### src/rtl/frame_buffer_renderer.sv
// ============================================================================
// frame_buffer_renderer
//
// Double-buffered RGB565 frame buffer with a display read path and a
// producer write path.
//
// A producer streams pixels into the back bank over a valid/ready handshake.
// The display side presents hcount/vcount and receives registered RGB565
// exactly two cycles later. The display position can be integer-upscaled,
// and any position outside the image returns a fixed background colour.
// Banks swap only on a display frame boundary, and only once the back bank
// holds a complete frame, so a partially written frame is never shown.
//
// Ports:
//   clk_in           system clock
//   rst_n_in         asynchronous active-low reset
//   x_in, y_in       display hcount / vcount
//   frame_start_in   one-cycle pulse at the display frame boundary
//   wr_valid_in      producer pixel valid
//   wr_data_in       producer pixel, RGB565 {r[15:11], g[10:5], b[4:0]}
//   wr_last_in       final pixel of the producer frame
//   wr_ready_out     block can accept a pixel (registered, FILL state)
//   r_out/g_out/b_out  display colour, two cycles after x_in/y_in
//   swap_out         one-cycle pulse when the banks swap
//   frame_count_out  number of swaps since reset, wraps 255 -> 0
// ============================================================================
module frame_buffer_renderer #(
    parameter int unsigned H_RES       = 4,
    parameter int unsigned V_RES       = 2,
    parameter int unsigned SCALE_SHIFT = 0,
    parameter logic [15:0] BG_COLOR    = 16'h0000
) (
    input  logic        clk_in,
    input  logic        rst_n_in,
    input  logic [10:0] x_in,
    input  logic [9:0]  y_in,
    input  logic        frame_start_in,
    input  logic        wr_valid_in,
    input  logic [15:0] wr_data_in,
    input  logic        wr_last_in,
    output logic        wr_ready_out,
    output logic [4:0]  r_out,
    output logic [5:0]  g_out,
    output logic [4:0]  b_out,
    output logic        swap_out,
    output logic [7:0]  frame_count_out
);

    localparam int unsigned DEPTH = H_RES * V_RES;
    localparam int unsigned AW    = (DEPTH > 1) ? $clog2(DEPTH) : 1;
    localparam logic [AW-1:0] LAST_ADDR = AW'(DEPTH - 1);

    typedef enum logic {
        FILL = 1'b0,
        FULL = 1'b1
    } state_e;

    // Two banks; index 0/1 selected by front_sel_q on the read side and by
    // its complement on the write side. Contents survive reset on purpose.
    logic [15:0] mem_q [2][DEPTH];

    state_e        state_q;
    logic [AW-1:0] wr_addr_q;
    logic          wr_ready_q;
    logic          front_sel_q;
    logic          swap_q;
    logic [7:0]    frame_count_q;

    logic [10:0]   sx_d;
    logic [9:0]    sy_d;
    logic          oob_d;
    logic [AW-1:0] addr_d;

    logic          oob1_q;
    logic [AW-1:0] addr1_q;
    logic          sel1_q;
    logic [15:0]   pix_q;

    logic          wr_fire;

    assign wr_fire = wr_valid_in && wr_ready_q;

    // Stage 1 combinational address generation. The linear address is
    // formed in 32 bits and truncated; it is only meaningful when in bounds.
    assign sx_d   = x_in >> SCALE_SHIFT;
    assign sy_d   = y_in >> SCALE_SHIFT;
    assign oob_d  = (32'(sx_d) >= H_RES) || (32'(sy_d) >= V_RES);
    assign addr_d = AW'(32'(sx_d) + 32'(sy_d) * H_RES);

    // Back-bank write port. Gated by rst_n_in so an edge arriving while
    // reset is held never lands a stray pixel.
    always_ff @(posedge clk_in) begin
        if (wr_fire && rst_n_in) begin
            mem_q[~front_sel_q][wr_addr_q] <= wr_data_in;
        end
    end

    // Two-stage read pipeline: stage 1 captures address, bounds flag and
    // the bank to read; stage 2 performs the lookup or substitutes BG_COLOR.
    always_ff @(posedge clk_in or negedge rst_n_in) begin
        if (!rst_n_in) begin
            oob1_q  <= 1'b0;
            addr1_q <= '0;
            sel1_q  <= 1'b0;
            pix_q   <= 16'h0000;
        end else begin
            oob1_q  <= oob_d;
            addr1_q <= addr_d;
            sel1_q  <= front_sel_q;
            pix_q   <= oob1_q ? BG_COLOR : mem_q[sel1_q][addr1_q];
        end
    end

    // Writer FSM. FILL accepts pixels until last (explicit or implied by the
    // final address); FULL waits for a display frame boundary to swap.
    // A frame boundary seen while still filling is ignored, so the old
    // front bank is simply displayed again.
    always_ff @(posedge clk_in or negedge rst_n_in) begin
        if (!rst_n_in) begin
            state_q       <= FILL;
            wr_addr_q     <= '0;
            wr_ready_q    <= 1'b1;
            front_sel_q   <= 1'b0;
            swap_q        <= 1'b0;
            frame_count_q <= 8'd0;
        end else begin
            swap_q <= 1'b0;
            case (state_q)
                FILL: begin
                    if (wr_fire) begin
                        if (wr_last_in || (wr_addr_q == LAST_ADDR)) begin
                            state_q    <= FULL;
                            wr_addr_q  <= '0;
                            wr_ready_q <= 1'b0;
                        end else begin
                            wr_addr_q <= wr_addr_q + AW'(1);
                        end
                    end
                end
                FULL: begin
                    if (frame_start_in) begin
                        front_sel_q   <= ~front_sel_q;
                        swap_q        <= 1'b1;
                        frame_count_q <= frame_count_q + 8'd1;
                        state_q       <= FILL;
                        wr_ready_q    <= 1'b1;
                    end
                end
                default: begin
                    state_q <= FILL;
                end
            endcase
        end
    end

    assign wr_ready_out    = wr_ready_q;
    assign swap_out        = swap_q;
    assign frame_count_out = frame_count_q;
    assign r_out           = pix_q[15:11];
    assign g_out           = pix_q[10:5];
    assign b_out           = pix_q[4:0];

endmodule

### config.mk
export PLATFORM = sky130hd
export DESIGN_NAME = frame_buffer_renderer
export DESIGN_NICKNAME = d
export VERILOG_FILES = /design/src/rtl/frame_buffer_renderer.sv
export SDC_FILE = /design/constraint.sdc
export NUM_CORES = 1
export LEC_CHECK = 0
export CORE_MARGIN = 5
export CORE_UTILIZATION = 40
export DETAILED_ROUTE_END_ITERATION = 6
export HOLD_SLACK_MARGIN = 0.08
export SYNTH_ARGS = -nofsm -noshare
export SYNTH_HDL_FRONTEND = slang
export SYNTH_SLANG_ARGS = --single-unit
### constraint.sdc
create_clock -name clk_in -period 4.7 [get_ports clk_in]
set_input_delay 0.94 -clock clk_in [delete_from_list [all_inputs] [get_ports clk_in]]
set_output_delay 0.94 -clock clk_in [all_outputs]
set_load 0.05 [all_outputs]
==> Flow_metrics.wiki <==
{| class="wikitable"
! Metric !! Value
|-
| Run status || complete, no violations
|-
| Post-Syn Instances || 626
|-
| Final-report setup violation count || 0
|-
| Buffers inserted by post-CTS timing repair || 0
|-
| Area of the mapped netlist || 0.0113 mm^2
|-
| Wire length of the first global-routing pass || 37,400 um
|-
| FFs w/ async S/R, synth || 12.3%
|-
| Worst path buffer plus inverter count || 1
|-
| Via count of the first global-routing pass || 6,261
|-
| Power, Total || 6.37 mW
|-
| CP top delay family || buffers and inverters
|-
| Combinational group share of total power || 16.2%
|-
| Hold Crit Depth || 1
|-
| Reg-to-reg setup timing slack || 2.24 ns
|-
| Clock skew || 0.0185 ns
|-
| End-of-flow core utilization || 48.2%
|-
| Worst-Margin Slew || 1.11 ns
|-
| Top flip-flop cell by instance count after synthesis || sky130_fd_sc_hd__edfxtp_1
|-
| Total global routing overflow || 0
|-
| Post_cts resized || 0
|-
| Wire length per cell || 21.6 um
|-
| Cell Pwr Density || 475 mW/mm^2
|-
| Width of the chip || 178 um
|-
| Diodes inserted || 0
|-
| Hold violation count in the final report || 0
|-
| Critical path depth || 1
|-
| Critical Path Slowest Stage Cell || sky130_fd_sc_hd__clkdlybuf4s50_1
|-
| FF+latch count, synth || 292
|-
| Site Rows || 61
|-
| Aggregate negative setup slack || 0 ns
|-
| Maximum number of pins on one net before global-route repair || 41
|-
| Number of vias after detailed routing || 5,917
|-
| CTS tree || done
|-
| Number of buffers inserted by port buffering || 67
|-
| Router iterations before antenna repair || 5
|-
| Clock-pin transition on the worst setup and hold timing paths || 0.06 ns
|-
| Netlist cell types || 35
|-
| Library cell used as clock root buffer || sky130_fd_sc_hd__clkbuf_16
|-
| Synthesized area divided by synthesized cell count || 18.0 um^2
|-
| Global Route Usage Sum || 15.6%
|-
| Max Clk Rate || 348 MHz
|-
| Via-per-instance ratio || 5.25
|-
| Count of antenna-violating nets left after detailed routing || 0
|-
| Dpl hpwl || 14,800 um
|-
| Initial antenna violation count || 0
|-
| Boundary Pins || 68
|-
| Setup repair after global routing missed its margin || false
|-
| Final wirelength || 24,400 um
|-
| Iteration-0 DRC Markers || 485
|-
| End point of the worst hold path || frame_count_out[7]
|-
| Setup CP Type || reg -> out
|-
| Capturing element type of the critical path || output pin
|-
| Critical Path Start Type || flop
|-
| Cts hold-fix bufs || 0
|-
| Min Clock Period, post-route || 2.87 ns
|-
| Final GP Congestion || 0.774
|-
| Reg-to-reg critical path startpoint || sel1_q
|-
| FILL cells || 2,341
|-
| Slew HR || 26.2%
|-
| Required time worst endpoint || 3.76 ns
|-
| Number of nets in the synthesized netlist || 671
|-
| Vertical die dimension || 178 um
|-
| Number of sinks handled by clock tree synthesis || 292
|-
| Starting density of the core || 40.6%
|-
| Post-synth EDFFs || 256
|-
| Static power due to leakage || 4.73 nW
|-
| Hold path start || frame_count_out[7]
|-
| Maximum vdd ir drop || 352 uV
|-
| Worst-Skew Late Latency || 0.54 ns
|-
| R2R depth || 5
|-
| Critical Path, Cell by Cell || clkdlybuf4s50_1
|-
| Critical path arrival || 1.93 ns
|-
| Hold Path Class || reg -> reg
|-
| Final net count || 771
|-
| Total number of yosys warnings || 0
|-
| Htree depth || 1
|-
| Switching power || 1.61 mW
|-
| Die Footprint || 0.0317 mm^2
|-
| Number of DRC violations after detailed routing || 0
|-
| Worst R2R End || pix_q[8]
|-
| Post-synthesis sequential area ratio || 76.0%
|-
| Power share of the clock group || 35.2%
|-
| Critical-path maximum fanout || 4
|-
| Max Slew Vio Count || 0
|-
| Switching fraction of total power || 25.3%
|-
| Share of the clock period used by the worst path || 61.1%
|-
| Sequential power share || 48.5%
|-
| Delay contributed by the slowest stage of the critical path || 0.81 ns
|-
| Internal portion of total power || 4.76 mW
|-
| Num CTS Buffers || 30
|-
| Share of post-route cells with drive strength above 1 || 13.5%
|-
| Synth-to-layout area growth || 18.8%
|-
| Maximum clock insertion buffer count || 3
|-
| Max-cap violations || 0
|-
| Area of the core || 0.0279 mm^2
|}
==> registers in the layout (all words and copies together), names as in the netlist <==
signal           count
swap_out             1
wr_addr_q            3
sel1_q               1
addr1_q              3
frame_count_out      8
front_sel_q          1
wr_ready_out         1
oob1_q               1
state_q              1
mem_q              256
pix_q               16
==> synth_stat cells, types with 2 or more instances <==
cell type                  count  area, um^2
sky130_fd_sc_hd__buf_2         8        40.0
sky130_fd_sc_hd__xor2_1        3        26.3
sky130_fd_sc_hd__buf_6         5        56.3
sky130_fd_sc_hd__or4_1         2        15.0
sky130_fd_sc_hd__buf_12        2        40.0
sky130_fd_sc_hd__nor2_1       19        71.3
sky130_fd_sc_hd__xnor2_1       6        52.6
sky130_fd_sc_hd__nor4_1        4        25.0
sky130_fd_sc_hd__a211oi_1      3        22.5
sky130_fd_sc_hd__o21ai_0       3        15.0
sky130_fd_sc_hd__nor3_1        4        20.0
sky130_fd_sc_hd__nand4_1       3        18.8
sky130_fd_sc_hd__edfxtp_1    256        7690
sky130_fd_sc_hd__dfrtp_1      35         876
sky130_fd_sc_hd__a22oi_2       3        37.5
sky130_fd_sc_hd__nor2b_1       3        18.8
sky130_fd_sc_hd__nand2b_1     14        87.6
sky130_fd_sc_hd__mux2i_1      96         961
sky130_fd_sc_hd__clkbuf_1      5        18.8
sky130_fd_sc_hd__buf_8         2        30.0
sky130_fd_sc_hd__nand3_1      33         165
sky130_fd_sc_hd__ha_1          3        37.5
sky130_fd_sc_hd__a21oi_1       3        15.0
sky130_fd_sc_hd__inv_1         3        11.3
sky130_fd_sc_hd__a22oi_1      45         338
sky130_fd_sc_hd__mux4_2       16         360
sky130_fd_sc_hd__buf_4         9        67.6
sky130_fd_sc_hd__nand2_1      31         116
==> cells in the final DEF, fill, tap and decap left out, drive strengths merged, types with 2 or more instances in the layout <==
master and count:
edfxtp 256, mux2i 96, clkdlybuf4s50 66, clkbuf 49, a22oi 48, dfrtp 35, nand3 33, buf 33
nand2 31, nor2 19, mux4 16, nand2b 14, xnor2 6, inv 5, nor3 4, nor4 4
clkinv 4, a211oi 3, a21oi 3, xor2 3, o21ai 3, nand4 3, ha 3, nor2b 3
or4 2
==> area by class of cell <==
| type | count | area (um^2) | area share [%] |
|---|---|---|---|
| Multi-Input combinational cell | 300 | 2470 | 18.4 |
| Tap cell | 378 | 473 | 3.52 |
| Sequential cell | 292 | 8590 | 64.0 |
| Clock buffer | 49 | 883 | 6.58 |
| Clock inverter | 7 | 66.3 | 0.494 |
| Inverter | 3 | 11.3 | 0.0839 |
| Timing Repair Buffer | 99 | 918 | 6.84 |
==> layer usage <==
metal	track usage [%]	up-vias	wire [um]	part of all wire (%)
li1	-	2660	-	-
met1	21.8	3037	10600	43
met2	25.5	182	11700	48
met3	2.46	38	1520	6.2
met4	4.25	0	507	2.1
met5	0	-	0	0
==> through the flow <==
stage / hold WS (ns) / instance area, um^2 / setup slack (ns) / cells
after floorplan: 0.445 / 11300 / 1.71 / 626
after global placement: 0.476 / 12500 / 1.67 / 1072
final: 0.475 / 13400 / 1.83 / 1128
after global routing: 0.509 / 13400 / 1.76 / 1128
after detailed placement: 0.478 / 12500 / 1.63 / 1072
after CTS: 0.487 / 13400 / 1.79 / 1128
==> cell families (layout without fill, tap and decap cells) <==
group	Yosys count	in the layout	synth area share [%]
adder cells (fa/ha/maj)	3	3	0.332
multiplexers	112	112	11.7
flip-flops	292	292	76.0
XOR/XNOR	9	9	0.698
AND/OR/NAND/NOR	117	117	5.00
buffers and inverters	34	158	2.34
AO/OA/AOI/OAI	59	59	3.91
==> power groups by stage <==
stage,clock network [mW],registers (mW),logic (mW)
floorplan,0,3.10,0.872
global placement,0,3.14,1.03
detailed placement,0,3.15,1.05
CTS,2.30,3.09,1.05
global route,2.42,3.11,1.12
finish,2.25,3.09,1.03
==> worst max-delay path by stage <==
stage,startpoint,to,slack [ns]
global placement,wr_valid_in,mem_q[0][72],1.67
global route,wr_ready_out,wr_ready_out,1.76
CTS,wr_ready_out,wr_ready_out,1.79
finish,wr_ready_out,wr_ready_out,1.83
floorplan,rst_n_in,mem_q[1][112],1.71
detailed placement,wr_valid_in,mem_q[0][74],1.63
Note: power is estimated with default switching activity, not from simulation.
